### src/rtl/pipe_stage_regs_pkg.sv
// Shared definitions for the MIPS pipeline register bank: NOP encoding and ID control-bus layout.
package pipe_stage_regs_pkg;

  localparam logic [31:0] NOP_INSTR = 32'h0000_0000;

  localparam int CTRL_REG_WRITE   = 7;
  localparam int CTRL_MEM_TO_REG  = 6;
  localparam int CTRL_MEM_WRITE   = 5;
  localparam int CTRL_BRANCH      = 4;
  localparam int CTRL_ALU_SRC     = 3;
  localparam int CTRL_REG_DST     = 2;
  localparam int CTRL_ALU_CTRL_HI = 1;
  localparam int CTRL_ALU_CTRL_LO = 0;

  typedef struct packed {
    logic       reg_write;
    logic       mem_to_reg;
    logic       mem_write;
    logic       branch;
    logic       alu_src;
    logic       reg_dst;
    logic [1:0] alu_ctrl;
  } ctrl_t;

endpackage

### src/rtl/pipe_stage_regs_if.sv
// Bundle of hazard commands, fetch/decode inputs and IF/ID, ID/EX, counter outputs.
interface pipe_stage_regs_if #(
  parameter int DATA_W = 32,
  parameter int REG_AW = 5,
  parameter int CTRL_W = 8,
  parameter int CNT_W  = 16
);
  logic              stall_F, stall_D, flush_D, flush_E;
  logic [DATA_W-1:0] pc_next_F, instr_F, pc_plus4_F;
  logic [CTRL_W-1:0] ctrl_D;
  logic [DATA_W-1:0] rd1_D, rd2_D, sign_imm_D;
  logic [REG_AW-1:0] rs_D, rt_D, rd_D;

  logic [DATA_W-1:0] pc_F, instr_D, pc_plus4_D;
  logic              valid_D;
  logic [CTRL_W-1:0] ctrl_E;
  logic [DATA_W-1:0] rd1_E, rd2_E, sign_imm_E;
  logic [REG_AW-1:0] rs_E, rt_E, rd_E;
  logic              valid_E;
  logic [CNT_W-1:0]  stall_cnt, flush_cnt;

  modport master (
    output stall_F, stall_D, flush_D, flush_E, pc_next_F, instr_F, pc_plus4_F,
           ctrl_D, rd1_D, rd2_D, sign_imm_D, rs_D, rt_D, rd_D,
    input  pc_F, instr_D, pc_plus4_D, valid_D, ctrl_E, rd1_E, rd2_E, sign_imm_E,
           rs_E, rt_E, rd_E, valid_E, stall_cnt, flush_cnt
  );

  modport slave (
    input  stall_F, stall_D, flush_D, flush_E, pc_next_F, instr_F, pc_plus4_F,
           ctrl_D, rd1_D, rd2_D, sign_imm_D, rs_D, rt_D, rd_D,
    output pc_F, instr_D, pc_plus4_D, valid_D, ctrl_E, rd1_E, rd2_E, sign_imm_E,
           rs_E, rt_E, rd_E, valid_E, stall_cnt, flush_cnt
  );
endinterface

### src/rtl/pipe_stage_regs_pipe_reg.sv
// Generic pipeline register: synchronous active-low reset, clear, enable (rst > clr > en).
module pipe_reg #(
  parameter int             W       = 32,
  parameter logic [W-1:0]   RST_VAL = '0
) (
  input  logic         clk,
  input  logic         rst_n,
  input  logic         clr,
  input  logic         en,
  input  logic [W-1:0] d,
  output logic [W-1:0] q
);

  logic [W-1:0] val_d, val_q;

  always_comb begin
    val_d = val_q;
    if (clr)     val_d = '0;
    else if (en) val_d = d;
  end

  always_ff @(posedge clk) begin
    if (!rst_n) val_q <= RST_VAL;
    else        val_q <= val_d;
  end

  assign q = val_q;

endmodule

### src/rtl/pipe_stage_regs.sv
// PC, IF/ID and ID/EX registers acting on hazard-unit stall/flush commands, with saturating event counters.
module pipe_stage_regs
  import pipe_stage_regs_pkg::*;
#(
  parameter int                DATA_W   = 32,
  parameter int                REG_AW   = 5,
  parameter int                CTRL_W   = 8,
  parameter logic [DATA_W-1:0] RESET_PC = '0,
  parameter int                CNT_W    = 16
) (
  input  logic             clk,
  input  logic             rst_n,
  pipe_stage_regs_if.slave bus
);

  localparam int IFID_W = 2*DATA_W + 1;
  localparam int IDEX_W = CTRL_W + 3*DATA_W + 3*REG_AW + 1;
  localparam logic [IFID_W-1:0] IFID_RST = {DATA_W'(NOP_INSTR), {DATA_W{1'b0}}, 1'b0};

  logic [IFID_W-1:0] ifid_in, ifid_out;
  logic [IDEX_W-1:0] idex_in, idex_out;

  // ---- PC (fetch) ----
  pipe_reg #(.W(DATA_W), .RST_VAL(RESET_PC)) u_pc (
    .clk(clk), .rst_n(rst_n), .clr(1'b0), .en(!bus.stall_F),
    .d(bus.pc_next_F), .q(bus.pc_F)
  );

  // ---- IF/ID: a clear loads NOP, which encodes as all-zero ----
  assign ifid_in = {bus.instr_F, bus.pc_plus4_F, 1'b1};

  pipe_reg #(.W(IFID_W), .RST_VAL(IFID_RST)) u_ifid (
    .clk(clk), .rst_n(rst_n), .clr(bus.flush_D), .en(!bus.stall_D),
    .d(ifid_in), .q(ifid_out)
  );

  assign bus.instr_D    = ifid_out[IFID_W-1 -: DATA_W];
  assign bus.pc_plus4_D = ifid_out[DATA_W -: DATA_W];
  assign bus.valid_D    = ifid_out[0];

  // ---- ID/EX: never stalls, flush inserts a bubble ----
  assign idex_in = {bus.ctrl_D, bus.rd1_D, bus.rd2_D, bus.sign_imm_D,
                    bus.rs_D, bus.rt_D, bus.rd_D, ifid_out[0]};

  pipe_reg #(.W(IDEX_W), .RST_VAL('0)) u_idex (
    .clk(clk), .rst_n(rst_n), .clr(bus.flush_E), .en(1'b1),
    .d(idex_in), .q(idex_out)
  );

  assign {bus.ctrl_E, bus.rd1_E, bus.rd2_E, bus.sign_imm_E,
          bus.rs_E, bus.rt_E, bus.rd_E, bus.valid_E} = idex_out;

  // ---- event counters ----
  function automatic logic [CNT_W-1:0] sat_inc(input logic [CNT_W-1:0] v);
    return (&v) ? v : v + CNT_W'(1);
  endfunction

  logic [CNT_W-1:0] stall_cnt_d, stall_cnt_q, flush_cnt_d, flush_cnt_q;

  always_comb begin
    stall_cnt_d = stall_cnt_q;
    flush_cnt_d = flush_cnt_q;
    if (bus.stall_D)               stall_cnt_d = sat_inc(stall_cnt_q);
    if (bus.flush_D | bus.flush_E) flush_cnt_d = sat_inc(flush_cnt_q);
  end

  always_ff @(posedge clk) begin
    if (!rst_n) begin
      stall_cnt_q <= '0;
      flush_cnt_q <= '0;
    end else begin
      stall_cnt_q <= stall_cnt_d;
      flush_cnt_q <= flush_cnt_d;
    end
  end

  assign bus.stall_cnt = stall_cnt_q;
  assign bus.flush_cnt = flush_cnt_q;

endmodule

### src/flat_wrapper.sv
// flat-port wrapper written by rule: the top's interface ports become plain ports
module pipe_stage_regs_flat import pipe_stage_regs_pkg::*;
#(
  parameter int                DATA_W   = 32,
  parameter int                REG_AW   = 5,
  parameter int                CTRL_W   = 8,
  parameter logic [DATA_W-1:0] RESET_PC = '0,
  parameter int                CNT_W    = 16
)
  (clk, rst_n, bus_stall_F, bus_stall_D, bus_flush_D, bus_flush_E, bus_pc_next_F, bus_instr_F, bus_pc_plus4_F, bus_ctrl_D, bus_rd1_D, bus_rd2_D, bus_sign_imm_D, bus_rs_D, bus_rt_D, bus_rd_D, bus_pc_F, bus_instr_D, bus_pc_plus4_D, bus_valid_D, bus_ctrl_E, bus_rd1_E, bus_rd2_E, bus_sign_imm_E, bus_rs_E, bus_rt_E, bus_rd_E, bus_valid_E, bus_stall_cnt, bus_flush_cnt);
  pipe_stage_regs_if #(.DATA_W(DATA_W), .REG_AW(REG_AW), .CTRL_W(CTRL_W), .CNT_W(CNT_W)) bus_i ();
  input  logic clk;
  input  logic rst_n;
  input wire logic [$bits(bus_i.stall_F)-1:0] bus_stall_F;
  input wire logic [$bits(bus_i.stall_D)-1:0] bus_stall_D;
  input wire logic [$bits(bus_i.flush_D)-1:0] bus_flush_D;
  input wire logic [$bits(bus_i.flush_E)-1:0] bus_flush_E;
  input wire logic [$bits(bus_i.pc_next_F)-1:0] bus_pc_next_F;
  input wire logic [$bits(bus_i.instr_F)-1:0] bus_instr_F;
  input wire logic [$bits(bus_i.pc_plus4_F)-1:0] bus_pc_plus4_F;
  input wire logic [$bits(bus_i.ctrl_D)-1:0] bus_ctrl_D;
  input wire logic [$bits(bus_i.rd1_D)-1:0] bus_rd1_D;
  input wire logic [$bits(bus_i.rd2_D)-1:0] bus_rd2_D;
  input wire logic [$bits(bus_i.sign_imm_D)-1:0] bus_sign_imm_D;
  input wire logic [$bits(bus_i.rs_D)-1:0] bus_rs_D;
  input wire logic [$bits(bus_i.rt_D)-1:0] bus_rt_D;
  input wire logic [$bits(bus_i.rd_D)-1:0] bus_rd_D;
  output wire logic [$bits(bus_i.pc_F)-1:0] bus_pc_F;
  output wire logic [$bits(bus_i.instr_D)-1:0] bus_instr_D;
  output wire logic [$bits(bus_i.pc_plus4_D)-1:0] bus_pc_plus4_D;
  output wire logic [$bits(bus_i.valid_D)-1:0] bus_valid_D;
  output wire logic [$bits(bus_i.ctrl_E)-1:0] bus_ctrl_E;
  output wire logic [$bits(bus_i.rd1_E)-1:0] bus_rd1_E;
  output wire logic [$bits(bus_i.rd2_E)-1:0] bus_rd2_E;
  output wire logic [$bits(bus_i.sign_imm_E)-1:0] bus_sign_imm_E;
  output wire logic [$bits(bus_i.rs_E)-1:0] bus_rs_E;
  output wire logic [$bits(bus_i.rt_E)-1:0] bus_rt_E;
  output wire logic [$bits(bus_i.rd_E)-1:0] bus_rd_E;
  output wire logic [$bits(bus_i.valid_E)-1:0] bus_valid_E;
  output wire logic [$bits(bus_i.stall_cnt)-1:0] bus_stall_cnt;
  output wire logic [$bits(bus_i.flush_cnt)-1:0] bus_flush_cnt;
  assign bus_i.stall_F = bus_stall_F;
  assign bus_i.stall_D = bus_stall_D;
  assign bus_i.flush_D = bus_flush_D;
  assign bus_i.flush_E = bus_flush_E;
  assign bus_i.pc_next_F = bus_pc_next_F;
  assign bus_i.instr_F = bus_instr_F;
  assign bus_i.pc_plus4_F = bus_pc_plus4_F;
  assign bus_i.ctrl_D = bus_ctrl_D;
  assign bus_i.rd1_D = bus_rd1_D;
  assign bus_i.rd2_D = bus_rd2_D;
  assign bus_i.sign_imm_D = bus_sign_imm_D;
  assign bus_i.rs_D = bus_rs_D;
  assign bus_i.rt_D = bus_rt_D;
  assign bus_i.rd_D = bus_rd_D;
  assign bus_pc_F = bus_i.pc_F;
  assign bus_instr_D = bus_i.instr_D;
  assign bus_pc_plus4_D = bus_i.pc_plus4_D;
  assign bus_valid_D = bus_i.valid_D;
  assign bus_ctrl_E = bus_i.ctrl_E;
  assign bus_rd1_E = bus_i.rd1_E;
  assign bus_rd2_E = bus_i.rd2_E;
  assign bus_sign_imm_E = bus_i.sign_imm_E;
  assign bus_rs_E = bus_i.rs_E;
  assign bus_rt_E = bus_i.rt_E;
  assign bus_rd_E = bus_i.rd_E;
  assign bus_valid_E = bus_i.valid_E;
  assign bus_stall_cnt = bus_i.stall_cnt;
  assign bus_flush_cnt = bus_i.flush_cnt;
  pipe_stage_regs #(.DATA_W(DATA_W), .REG_AW(REG_AW), .CTRL_W(CTRL_W), .RESET_PC(RESET_PC), .CNT_W(CNT_W)) u_core (.clk(clk), .rst_n(rst_n), .bus(bus_i));
endmodule
### config.mk
export PLATFORM = sky130hd
export DESIGN_NAME = pipe_stage_regs_flat
export DESIGN_NICKNAME = d
export VERILOG_FILES = /design/src/rtl/pipe_stage_regs_pkg.sv /design/src/rtl/pipe_stage_regs_if.sv /design/src/rtl/pipe_stage_regs_pipe_reg.sv /design/src/rtl/pipe_stage_regs.sv /design/src/flat_wrapper.sv
export SDC_FILE = /design/constraint.sdc
export NUM_CORES = 1
export LEC_CHECK = 0
export CORE_AREA = 4 4 180 182
export DETAILED_ROUTE_END_ITERATION = 8
export DIE_AREA = 0 0 184 186
export GPL_TIMING_DRIVEN = 1
export MAX_ROUTING_LAYER = met4
export PLACE_DENSITY = 0.69
export SLEW_MARGIN = 20
export SYNTH_ARGS = -nofsm -noshare
export SYNTH_HDL_FRONTEND = slang
export SYNTH_SLANG_ARGS = --single-unit
### constraint.sdc
create_clock -name clk -period 3 [get_ports clk]
set_input_delay 0.6 -clock clk [delete_from_list [all_inputs] [get_ports clk]]
set_output_delay 0.6 -clock clk [all_outputs]
set_load 0.005 [all_outputs]
Word-level counts from Yosys, hierarchy flattened
Index checks and enable logic that the tools add are counted.

Latch bits: 0. Bits in read-only memories: 0. Memories: 0. Bits in registers: 249. Logic and storage cells: 17. Input port bits: 221. Memory bits (writable): 0.

Equal/unequal tests: 0. Bitwise operators: 4. Muxes and demuxes: 0. Multiply operators: 0. $lt $le $gt $ge: 0. Reduce and logical (&&, ||, !) cells: 6. Div/mod/pow operators: 0. Add/subtract/negate cells: 2. Shift-type cells: 0.

Operators by type and width (number): adder 16 x 1 -> 16 bit (second input constant) (2); AND reduction 16 bit (2); AND reduction 2 bit (2); OR reduction 2 bit (2); inverter 1 bit (3); OR 1 bit (1).

Longest topological paths before layout
Depth in word-level cells: 3. Mapped depth: 6. Depth with buffers taken out: 5.

Hierarchy
A second synthesis with hierarchy kept.

Cell total of the unflattened synthesis: 914. Area, all modules: 9624.2 um^2.

Modules (own cells, without submodules): pipe_reg (u_core.u_idex) (area each 4359.2 um^2, times used 1, cells each 388, sequential area each 2402.3 um^2); pipe_reg (u_core.u_ifid) (area each 2354.8 um^2, times used 1, cells each 210, sequential area each 1301.2 um^2); pipe_stage_regs (area each 1736.7 um^2, times used 1, cells each 212, sequential area each 640.6 um^2); pipe_reg (u_core.u_pc) (area each 1173.6 um^2, times used 1, cells each 104, sequential area each 640.6 um^2).

Worst setup path after synthesis
OpenSTA, ideal clock, no wires.

Path kind: input to register. From: input bus_stall_D. To: register u_core.stall_cnt_q[11], in the netlist u_core.bus.stall_cnt[11]. Path buffers: 1. Arrival time: 1914 ps. Required time: 2884 ps. Cell stages on the path: 5. Slack: 970 ps. Cells stage by stage: clkbuf_1 > and4_1 > nand4_1 > or4b_2 > o211a_1.

Longest elaborated chain between the ends: 1.

Ends and longest elaborated chain: start: declaration (RTL line flat_wrapper.sv:15) `input wire logic [$bits(bus_i.stall_D)-1:0] bus_stall_D;`; AND reduction 2 bit (no line); end signal: assignment (RTL line pipe_stage_regs.sv:72) `stall_cnt_q <= stall_cnt_d;`; end: declaration (RTL line pipe_stage_regs.sv:58) `logic [CNT_W-1:0] stall_cnt_d, stall_cnt_q, flush_cnt_d, flush_cnt_q;`.

No other way between the ends. A chain may end at the register's enable or synchronous reset.

Final worst setup path
From: register u_core.stall_cnt_q[5], in the netlist u_core.bus.stall_cnt[5]. To: output bus_stall_cnt[5].

RTL lines: end: declaration (RTL line flat_wrapper.sv:40) `output wire logic [$bits(bus_i.stall_cnt)-1:0] bus_stall_cnt;`.

No word-level cell between the ends.

==> run metrics <==
maximum net fanout on the critical path=7; Fin Setup TNS=0 ps; Final Max Tran Viols=0; Root Driver=clkbuf_16; Worst-path clk slew=~60 ps; Max Clock Skew=approximately 7.4 ps; Worst setup SP type=register; Clock Latency Late Sink=roughly 540 ps; CP top delay family=buffers and inverters; outcome=completed; Critical R2R Capture=u_core.bus.flush_cnt[13]; WP buf/inv=1; CTS Buf Count=29; via count=approximately 7000; Synth area leaders=dfxtp_1 60%, mux2i_1 14%, and2_1 9.2%; Port Buffer Count=around 470; P&R area growth vs syn=74.34%; pwr/cell area=558.2 mW/mm2; Final HPWL DP=about 22000 um; worst-case clock buffer depth=3; Via density=around 4.3; Synth Register Bits=249; RePlAce Congestion=between 0.8 and 0.9; unrepaired setup endpoints after global routing=no; Hold-fix buffers, CTS=0; post-synth top area share=0.6046; CTS tree=built; Post-layout nets=about 1500; # rows=64; H-tree lvl count=1; critical path arrival=~1600 ps; Top FF cell, synth=dfxtp_1; initial antenna violation count=3; Final Hold Vio Count=0; Warnings, synthesis=0; Total Die Area=between 0.03 and 0.04 mm2; mapped cell area=0.008244 mm2; CP Capture Type=output port; Seq/Total Area, Yosys=0.6046; share of cells above drive strength 1=0.05351; Final period util=0.7170; DR iter-0 viols=around 350; GRT Residual Overflow=0; Max stage delay cell, worst path=clkdlybuf4s50_1; Core ar.=between 0.03 and 0.04 mm2; Crit Path Class=reg2out; Critical Path, Cell by Cell=clkdlybuf4s50_1; chip height=between 150 and 200 um; average wire per standard cell=between 15 and 20 um; GR Util All Layers=0.1575; number of remaining DRC errors=0; critical path depth=1; die width=184 um; syn nets=990; largest net degree at the start of global routing=94; maximum vdd drop=just over 0.0006 V; worst setup path start=u_core.bus.stall_cnt[5]; syn avg cell area=around 11 um2; Async SR Flop Fraction=0; hold crit path type=in2reg; Yosys top cell by area=dfxtp_1; final setup fails=0; I/O pin total=470; hold slack=about 380 ps; Resize count post-CTS=0; Post-CTS Setup Inserts=0; max cap viols=0; R2R depth=4; vias in the first global route=between 7000 and 8000; Crit path required time=about 2400 ps; DRT Wirelength=~29000 um; first-pass GRT wire length=41020 um; Synth Instances=767; worst stage delay on the critical path=a little under 600 ps; worst slew pin tran=1010 ps; EDFF count, synth=0; TritonRoute pass-1 iters=4; Worst slew margin=0.3269; reg2reg setup slack=1000 ps; Leak Pwr=5.678 nW; post-synth cell types=38; initial cell density of the core=0.2695; Sink Count=about 250; fmax=around 460 MHz; Final min period=approximately 2200 ps; DRT antenna net count=0; reg2reg start=u_core.bus.flush_cnt[4]; critical path endpoint=bus_stall_cnt[5]
==> flip-flops by register name, summed over array words and instances, names as in the netlist <==
register	flops
u_core.bus.flush_cnt	16
u_core.bus.stall_cnt	16
u_core.u_idex.q	120
u_core.u_ifid.q	65
u_core.u_pc.q	32
==> per-stage QoR <==
step | std cells | setup slack [ps] | total power, mW | util | instance area, um2
after floorplan | 767 | 970.0 | 3.791 | - | 8244
after global routing | 1651 | 756.8 | 8.351 | 0.4698 | 14370
after detailed placement | 1594 | 365.9 | 4.404 | 0.4360 | 13340
final | 1652 | 849.0 | 8.023 | 0.4699 | 14370
after CTS | 1648 | 803.2 | 8.152 | 0.4695 | 14360
after global placement | 1594 | 455.1 | 4.391 | 0.4360 | 13340
==> cells by family (layout without fill, tap and decap cells) <==
family / after synthesis / after routing / synth area share
simple gates: 313 / 313 / 0.1999
flops: 249 / 249 / 0.6046
mux: 112 / 112 / 0.1360
buf+inv: 51 / 536 / 0.02428
compound gates: 40 / 40 / 0.03218
fa+ha+maj: 2 / 2 / 0.003035
other cells: 0 / 4 / 0
==> synth_stat cells, types with 2 or more instances <==
cell type / n
and4_1: 7
or4_1: 4
clkbuf_1: 31
nor3_1: 5
buf_1: 9
nand4_1: 7
inv_1: 5
ha_1: 2
nand2b_1: 14
nand2_1: 30
buf_2: 4
a31oi_1: 4
or4b_2: 2
o31ai_1: 4
a211oi_1: 4
nor2_1: 101
or3_1: 2
mux2i_1: 112
nor4_1: 4
and2_1: 121
nand3_1: 8
dfxtp_1: 249
a21oi_1: 13
o21ai_0: 6
and3_1: 6
==> per-layer routing <==
| layer | track usage | vias to the layer above | routed length [um] |
|---|---|---|---|
| li1 | - | 3483 | - |
| met1 | 0.1782 | 3230 | 11010 |
| met2 | 0.2652 | 290 | 14280 |
| met3 | 0.04886 | 48 | 2350 |
| met4 | 0.05413 | 0 | 975 |
| met5 | - | - | 0 |
==> placed cells by master (no fill, tap or decap), types with 2 or more instances in the layout <==
cell type,instances
clkdlybuf4s50_1,467
and3_1,6
a211oi_1,4
nor3_1,5
clkbuf_16,29
nor4_1,4
or4b_2,2
o31ai_1,4
and4_1,7
clkinvlp_4,4
clkbuf_8,5
a21oi_1,13
mux2i_1,112
nand4_1,7
dfxtp_1,249
and2_1,121
or3_1,2
nand2b_1,13
diode_2,4
clkinv_2,7
bufinv_16,4
buf_12,2
or4_1,4
nand2_1,30
a31oi_1,4
buf_4,6
o21ai_0,6
inv_1,5
nand3_1,8
clkinv_4,2
ha_1,2
nor2_1,100
==> where the power goes <==
group	internal, mW	switching [mW]
clock network	2.25	1.45
registers	3.43	0.0559
logic	0.564	0.268
total	6.25	1.78
==> final cells by class <==
type | instances | area [um2]
Timing Repair Buffer | 476 | 4765
Inverter | 6 | 22.52
Sequential cell | 249 | 4985
Multi-Input combinational cell | 467 | 3069
Antenna cell | 4 | 10.01
Tap cell | 396 | 495.5
Fill cell | 2871 | 16220
Clock inverter | 19 | 227.7
Clock buffer | 35 | 798.3
==> worst min-delay path by stage <==
| stage | startpoint | end | slack, ps | cells past startpoint |
|---|---|---|---|---|
| finish | bus_stall_D | u_core.u_ifid.q[0] | 380 | 2 |
| global route | bus_stall_D | u_core.u_ifid.q[0] | 390 | 2 |
| CTS | bus_stall_D | u_core.u_ifid.q[0] | 340 | 2 |
| detailed placement | u_core.bus.stall_cnt[9] | u_core.bus.stall_cnt[9] | 480 | 2 |
| global placement | u_core.bus.stall_cnt[9] | u_core.bus.stall_cnt[9] | 470 | 2 |
| floorplan | u_core.u_ifid.q[0] | u_core.u_idex.q[0] | 450 | 2 |
(Power assumes the default switching activity.)
